`src/rtl/imem_fetch_if.sv`:
```
`default_nettype none
// ============================================================================
// Module      : imem_fetch_if
// Description : Fetch request/response, flush, loader and status bundle
//               between the PC/fetch stage and the instruction memory.
//               The rsp_fault member exists only when IMEM_BOUNDS_CHECK_EN
//               is defined.
// Revision    : 1.0 - initial release
// ============================================================================
interface imem_fetch_if #(
  parameter int IMW = 4,
  parameter int IW  = 32,
  parameter int AW  = 32
);
  // Fetch request channel
  logic           req_valid;
  logic           req_ready;
  logic [AW-1:0]  req_pc;
  // Fetch response channel
  logic           rsp_valid;
  logic           rsp_ready;
  logic [IW-1:0]  rsp_instr;
  logic [AW-1:0]  rsp_pc;
`ifdef IMEM_BOUNDS_CHECK_EN
  logic           rsp_fault;
`endif
  // Redirect and boot-loader write port
  logic           flush;
  logic           load_en;
  logic [IMW-1:0] load_addr;
  logic [IW-1:0]  load_data;
  // Status
  logic           busy;

  // Fetch stage / loader side
  modport master (
    output req_valid, req_pc, rsp_ready, flush, load_en, load_addr, load_data,
    input  req_ready, rsp_valid, rsp_instr, rsp_pc, busy
`ifdef IMEM_BOUNDS_CHECK_EN
    , input rsp_fault
`endif
  );

  // Instruction memory side
  modport slave (
    input  req_valid, req_pc, rsp_ready, flush, load_en, load_addr, load_data,
    output req_ready, rsp_valid, rsp_instr, rsp_pc, busy
`ifdef IMEM_BOUNDS_CHECK_EN
    , output rsp_fault
`endif
  );
endinterface
`default_nettype wire

```
`src/rtl/imem_fetch.sv`:
```
`default_nettype none
// ============================================================================
// Module      : imem_fetch
// Description : Synchronous-read instruction memory with valid/ready fetch,
//               post-reset NOP-fill sweep, boot-loader write port, response
//               back-pressure and flush. Optional macro IMEM_BOUNDS_CHECK_EN
//               adds rsp_fault for misaligned / out-of-range PCs.
// Revision    : 1.0 - initial release
// ============================================================================
module imem_fetch #(
  parameter int            IMW       = 4,
  parameter int            IW        = 32,
  parameter int            AW        = 32,
  parameter logic [IW-1:0] NOP_INSTR = IW'(32'h0000_0013)
) (
  input  logic        clk,
  input  logic        rst_n,
  imem_fetch_if.slave bus
);

  localparam int DEPTH = 1 << IMW;

  typedef enum logic [0:0] {
    ST_INIT = 1'b0,
    ST_RUN  = 1'b1
  } state_t;

  state_t         state_q, state_d;
  logic [IMW-1:0] cnt_q, cnt_d;
  logic           rsp_valid_q, rsp_valid_d;
  logic [AW-1:0]  rsp_pc_q, rsp_pc_d;
  // Forces rsp_instr to NOP_INSTR (reset value, faulting fetch) so the
  // memory read register itself never needs a reset.
  logic           nop_sel_q, nop_sel_d;

  logic           req_ready_w;
  logic           accept_w;
  logic           fault_w;
  logic [IMW-1:0] rd_idx_w;

  logic           mem_we_w;
  logic           mem_re_w;
  logic [IMW-1:0] mem_addr_w;
  logic [IW-1:0]  mem_wdata_w;
  logic [IW-1:0]  mem_q [DEPTH];
  logic [IW-1:0]  rd_data_q;

  // Word index of the requested PC (byte offset dropped, upper bits ignored)
  assign rd_idx_w = bus.req_pc[IMW+1:2];

`ifdef IMEM_BOUNDS_CHECK_EN
  logic upper_nz_w;
  logic fault_q, fault_d;

  if (AW > IMW + 2) begin : g_upper_chk
    assign upper_nz_w = |bus.req_pc[AW-1:IMW+2];
  end else begin : g_no_upper_chk
    assign upper_nz_w = 1'b0;
  end

  assign fault_w       = (bus.req_pc[1:0] != 2'b00) || upper_nz_w;
  assign bus.rsp_fault = fault_q;
`else
  // Byte offset and upper PC bits deliberately ignored: address wraps
  logic unused_pc_bits;
  assign unused_pc_bits = ^{bus.req_pc[1:0], bus.req_pc[AW-1:IMW+2]};
  assign fault_w        = 1'b0;
`endif

  // A request is taken only in RUN, when neither the loader nor a redirect
  // owns this cycle, and the response register is free or being drained.
  assign req_ready_w = (state_q == ST_RUN) && !bus.load_en && !bus.flush &&
                       (!rsp_valid_q || bus.rsp_ready);
  assign accept_w    = bus.req_valid && req_ready_w;

  // Single memory port: sweep write, loader write or fetch read. The ready
  // gating above guarantees a read never coincides with a write.
  always_comb begin
    mem_we_w    = 1'b0;
    mem_re_w    = 1'b0;
    mem_addr_w  = rd_idx_w;
    mem_wdata_w = NOP_INSTR;
    if (state_q == ST_INIT) begin
      mem_we_w    = 1'b1;
      mem_addr_w  = cnt_q;
      mem_wdata_w = NOP_INSTR;
    end else if (bus.load_en) begin
      mem_we_w    = 1'b1;
      mem_addr_w  = bus.load_addr;
      mem_wdata_w = bus.load_data;
    end else if (accept_w && !fault_w) begin
      mem_re_w    = 1'b1;
      mem_addr_w  = rd_idx_w;
    end
  end

  // Memory array and synchronous read register (no reset: RAM inference)
  always_ff @(posedge clk) begin
    if (mem_we_w) begin
      mem_q[mem_addr_w] <= mem_wdata_w;
    end
    if (mem_re_w) begin
      rd_data_q <= mem_q[mem_addr_w];
    end
  end

  // Next state: INIT sweeps every word once, then RUN forever
  always_comb begin
    state_d = state_q;
    cnt_d   = cnt_q;
    case (state_q)
      ST_INIT: begin
        cnt_d = cnt_q + 1'b1;
        if (&cnt_q) begin
          state_d = ST_RUN;
        end
      end
      ST_RUN: begin
        state_d = ST_RUN;
      end
      default: begin
        state_d = ST_INIT;
        cnt_d   = '0;
      end
    endcase
  end

  // Response register next values: flush wins, then accept, then drain
  always_comb begin
    rsp_valid_d = rsp_valid_q;
    rsp_pc_d    = rsp_pc_q;
    nop_sel_d   = nop_sel_q;
    if (bus.flush) begin
      rsp_valid_d = 1'b0;
    end else if (accept_w) begin
      rsp_valid_d = 1'b1;
      rsp_pc_d    = bus.req_pc;
      nop_sel_d   = fault_w;
    end else if (rsp_valid_q && bus.rsp_ready) begin
      rsp_valid_d = 1'b0;
    end
  end

  // Control and response state registers with asynchronous reset
  always_ff @(posedge clk or negedge rst_n) begin
    if (!rst_n) begin
      state_q     <= ST_INIT;
      cnt_q       <= '0;
      rsp_valid_q <= 1'b0;
      rsp_pc_q    <= '0;
      nop_sel_q   <= 1'b1;
    end else begin
      state_q     <= state_d;
      cnt_q       <= cnt_d;
      rsp_valid_q <= rsp_valid_d;
      rsp_pc_q    <= rsp_pc_d;
      nop_sel_q   <= nop_sel_d;
    end
  end

`ifdef IMEM_BOUNDS_CHECK_EN
  // Fault flag follows the same hold/flush behaviour as the instruction
  always_comb begin
    fault_d = fault_q;
    if (!bus.flush && accept_w) begin
      fault_d = fault_w;
    end
  end

  // Fault flag register
  always_ff @(posedge clk or negedge rst_n) begin
    if (!rst_n) begin
      fault_q <= 1'b0;
    end else begin
      fault_q <= fault_d;
    end
  end
`endif

  assign bus.req_ready = req_ready_w;
  assign bus.rsp_valid = rsp_valid_q;
  assign bus.rsp_pc    = rsp_pc_q;
  assign bus.rsp_instr = nop_sel_q ? NOP_INSTR : rd_data_q;
  assign bus.busy      = (state_q == ST_INIT);

endmodule
`default_nettype wire
```
`src/flat_wrapper.sv`:
```
// flat-port wrapper written by rule: the top's interface ports become plain ports
module imem_fetch_flat 
#(
  parameter int            IMW       = 4,
  parameter int            IW        = 32,
  parameter int            AW        = 32,
  parameter logic [IW-1:0] NOP_INSTR = IW'(32'h0000_0013)
)
  (clk, rst_n, bus_req_valid, bus_req_pc, bus_rsp_ready, bus_flush, bus_load_en, bus_load_addr, bus_load_data, bus_req_ready, bus_rsp_valid, bus_rsp_instr, bus_rsp_pc, bus_busy);
  imem_fetch_if #(.IMW(IMW), .IW(IW), .AW(AW)) bus_i ();
  input  logic clk;
  input  logic rst_n;
  input wire logic [$bits(bus_i.req_valid)-1:0] bus_req_valid;
  input wire logic [$bits(bus_i.req_pc)-1:0] bus_req_pc;
  input wire logic [$bits(bus_i.rsp_ready)-1:0] bus_rsp_ready;
  input wire logic [$bits(bus_i.flush)-1:0] bus_flush;
  input wire logic [$bits(bus_i.load_en)-1:0] bus_load_en;
  input wire logic [$bits(bus_i.load_addr)-1:0] bus_load_addr;
  input wire logic [$bits(bus_i.load_data)-1:0] bus_load_data;
  output wire logic [$bits(bus_i.req_ready)-1:0] bus_req_ready;
  output wire logic [$bits(bus_i.rsp_valid)-1:0] bus_rsp_valid;
  output wire logic [$bits(bus_i.rsp_instr)-1:0] bus_rsp_instr;
  output wire logic [$bits(bus_i.rsp_pc)-1:0] bus_rsp_pc;
  output wire logic [$bits(bus_i.busy)-1:0] bus_busy;
  assign bus_i.req_valid = bus_req_valid;
  assign bus_i.req_pc = bus_req_pc;
  assign bus_i.rsp_ready = bus_rsp_ready;
  assign bus_i.flush = bus_flush;
  assign bus_i.load_en = bus_load_en;
  assign bus_i.load_addr = bus_load_addr;
  assign bus_i.load_data = bus_load_data;
  assign bus_req_ready = bus_i.req_ready;
  assign bus_rsp_valid = bus_i.rsp_valid;
  assign bus_rsp_instr = bus_i.rsp_instr;
  assign bus_rsp_pc = bus_i.rsp_pc;
  assign bus_busy = bus_i.busy;
  imem_fetch #(.IMW(IMW), .IW(IW), .AW(AW), .NOP_INSTR(NOP_INSTR)) u_core (.clk(clk), .rst_n(rst_n), .bus(bus_i));
endmodule
```
`config.mk`:
```
export PLATFORM = sky130hd
export DESIGN_NAME = imem_fetch_flat
export DESIGN_NICKNAME = d
export VERILOG_FILES = /design/src/rtl/imem_fetch_if.sv /design/src/rtl/imem_fetch.sv /design/src/flat_wrapper.sv
export SDC_FILE = /design/constraint.sdc
export NUM_CORES = 1
export LEC_CHECK = 0
export BUFFER_PORTS_ARGS = -buffer_cell sky130_fd_sc_hd__buf_4
export CAP_MARGIN = 30
export CELL_PAD_IN_SITES_DETAIL_PLACEMENT = 0
export CELL_PAD_IN_SITES_GLOBAL_PLACEMENT = 2
export CORE_ASPECT_RATIO = 0.75
export CORE_MARGIN = 2
export CORE_UTILIZATION = 43
export CTS_CLUSTER_SIZE = 16
export DETAILED_ROUTE_END_ITERATION = 7
export PLACE_DENSITY_LB_ADDON = 0.1
export SYNTH_ARGS = -nofsm -noshare
export SYNTH_HDL_FRONTEND = slang
export SYNTH_SLANG_ARGS = --single-unit
```
`constraint.sdc`:
```
create_clock -name clk -period 3.75 [get_ports clk]
set_input_delay 0.375 -clock clk [delete_from_list [all_inputs] [get_ports clk]]
set_output_delay 0.375 -clock clk [all_outputs]
set_load 0.05 [all_outputs]
```
==> results.ini <==
[logic_synthesis]
synth_flop_cell=edfxtp_1
synthTopCellsByArea=edfxtp_1, nand2_1, dfrtp_1
synth_top_cell_by_area=edfxtp_1
synth_edf_count=544
ys_ff_latch=583
syn_nets=1766
yosys.area.top_type_share=0.714
synth_cells=1691
yosysSeqAreaShare=0.756
ys_types=32
syn_area_per_cell_um2=13.5
synthArstFlopShare=0.0669
ys_warn_count=0
synth.cell_area_um2=22900

[clock_network]
numCtsBuffers=57
cts_buffer_depth=3
cts_resized=0
clock_sinks=583
clk_pin_slew_ps=60
tritoncts=yes
clk_latency_ps=610
h-tree-depth=2
cts_root_buf=clkbuf_16

[pwr]
powerDensity_nw_per_um2=530
power_leakage_nw=9.97
vdd_drop_max_mv=0.389

[setup_path]
cp.arrival_ps=3450
crit_path_start=u_core.state_q
end_kind=flop
required_ps=4230
crit_type=reg -> reg
critPathLaunchType=flop
r2r-start=u_core.state_q
crit_fanout=54

[sta]
fin_tns_setup_ps=0
tightest_slew_ps=712
fin_skew_ps=16.9
max_slew_margin=0.525
period_share=0.791
fmax_mhz=337
fin_ws_ps=783
rsz0062_at_grt=no
hold_slack_ps=67.4
drv_slew=0
finalHoldViolations=0
setup_violations=0
fin_crit_ps=2970

[finish]
multi_input_area_um2=5160
postLayoutCoreUtil=0.516
syn_to_final_growth_pct=19.0
seqCellArea_um2=17300
diodes=0
fin_nets=1933
fillers=4581
drive_above_1_share=0.167

[global_route]
gr-total-overflow=0
antenna_found_initial=1
grt_pass1_vias=13500
grt_pass1_wl_mm=90.2
grt_max_degree=115
grtUsageTotal=0.220

[route]
firstDrtPassIters=6
vias_per_cell=5.42
vias=14200
drcViolationCount=0
final_antenna_net_count=0
drt_iter0_markers=1460
wl_mm=60.5
wire_per_inst_um=23.1

[hold_path]
hp-start=bus_rsp_ready
worst_hold_path_type=in -> reg

[floorplan]
die_w_um=270
io_pins=141
dieArea_um2=55100
rows=73
start_util=0.434
die_y_um=204
core-area_um2=52800

[placement]
routabilityCongestion=0.738
hpwl_mm=31.8
portBuffers=140
place_ws_ps=669

[run_status]
run_status=finished clean

[job]
cap_violations=0

-- cell usage after synthesis (all sizes together) (2+ instances only) --
library cell  instances
mux2i                 3
and3                 29
a21o                  4
or2                   6
a22oi                64
nand2               525
nor2                 23
dfrtp                38
nor2b                30
clkbuf               33
a32oi                96
buf                  82
edfxtp              544
a21oi               164
nand2b                2
inv                   2
xnor2                 3
nand3                34
-- power by group --
| part | switching, W | internal [W] |
|---|---|---|
| logic | 0.00101 | 0.000427 |
| clock network | 0.00245 | 0.00325 |
| registers | 0.0000413 | 0.00724 |
| total | 0.00351 | 0.0109 |
-- layer usage --
layer | up-vias | GRT usage | routed length [um]
met5 | - | 0 | 11
met4 | 2 | 0.0505 | 1030
met3 | 61 | 0.0365 | 3680
met2 | 431 | 0.308 | 25400
met1 | 7126 | 0.356 | 30400
li1 | 6576 | - | -
-- worst paths after layout --
kind | end | slack (ps) | cells after the start
max | u_core.rd_data_q[29] | 780 | 7
min | u_core.bus.rsp_valid | 70 | 3
min in group asynchronous | u_core.bus.rsp_pc[3] | 290 | 2
max in group asynchronous | u_core.state_q | 3090 | 2
min reg2reg | u_core.bus.rsp_pc[4] | 480 | 2
max reg2reg | u_core.rd_data_q[29] | 780 | 7
-- cell families after synthesis --
| group | share of synthesized area |
|---|---|
| AO/OA/AOI/OAI | 0.0981 |
| XOR/XNOR | 0.00115 |
| adder cells (fa/ha/maj) | 0.000547 |
| buffers and inverters | 0.0254 |
| flip-flops | 0.756 |
| multiplexers | 0.00180 |
| AND/OR/NAND/NOR | 0.117 |
-- final cells by class --
type / instances / area share
inverters: 2 / 0.000276
well taps: 712 / 0.0327
repair buffers: 223 / 0.0741
clock buffers: 66 / 0.0544
clock inverters: 40 / 0.0134
flip-flops and latches: 583 / 0.636
multi-input cells: 991 / 0.189
-- registers in the layout, summed over array words and instances (netlist names) --
signal and cells:
u_core.nop_sel_q 1, u_core.state_q 1, u_core.mem_q 512, u_core.cnt_q 4
u_core.bus.rsp_valid 1, u_core.bus.rsp_pc 32, u_core.rd_data_q 32
-- repair_timing --
action,in CTS,in global routing
hold buffers,34,0
hold endpoints to repair,71,0
buffers inserted,0,0
-- layout by cell type (no fill, tap or decap), types with 6 or more instances in the layout --
master | Yosys | routed
buf_4 | 4 | 169
nor2_4 | 0 | 19
nand3_1 | 34 | 34
nor2b_1 | 30 | 30
clkbuf_16 | 0 | 58
nand2_1 | 525 | 524
dlygate4sd3_1 | 0 | 34
a32oi_1 | 96 | 96
bufinv_16 | 0 | 6
a21oi_2 | 11 | 10
buf_12 | 0 | 19
a21oi_1 | 153 | 153
edfxtp_1 | 544 | 544
clkinv_1 | 0 | 14
a22oi_1 | 64 | 64
or2_2 | 6 | 6
dfrtp_1 | 38 | 37
and3_1 | 29 | 29
clkinv_2 | 0 | 17
clkbuf_1 | 33 | 8
-- stage by stage --
stage	power, W	area (um^2)	instances
2_1_floorplan	0.00831	22900	1691
3_3_place_gp	0.00884	25000	2476
3_5_place_dp	0.00884	25000	2476
4_1_cts	0.0146	27200	2616
5_1_grt	0.0149	27200	2617
6_report	0.0144	27200	2617
-- worst max-delay path: stages (launching register included) --
cell      delay (ps)
dfrtp_2          820
a21boi_2         350
a21o_4           540
buf_12           310
nand2_1          100
a32oi_1          320
a22oi_1          160
nand2_1           90
No activity file was read; power rests on OpenSTA's default activity.
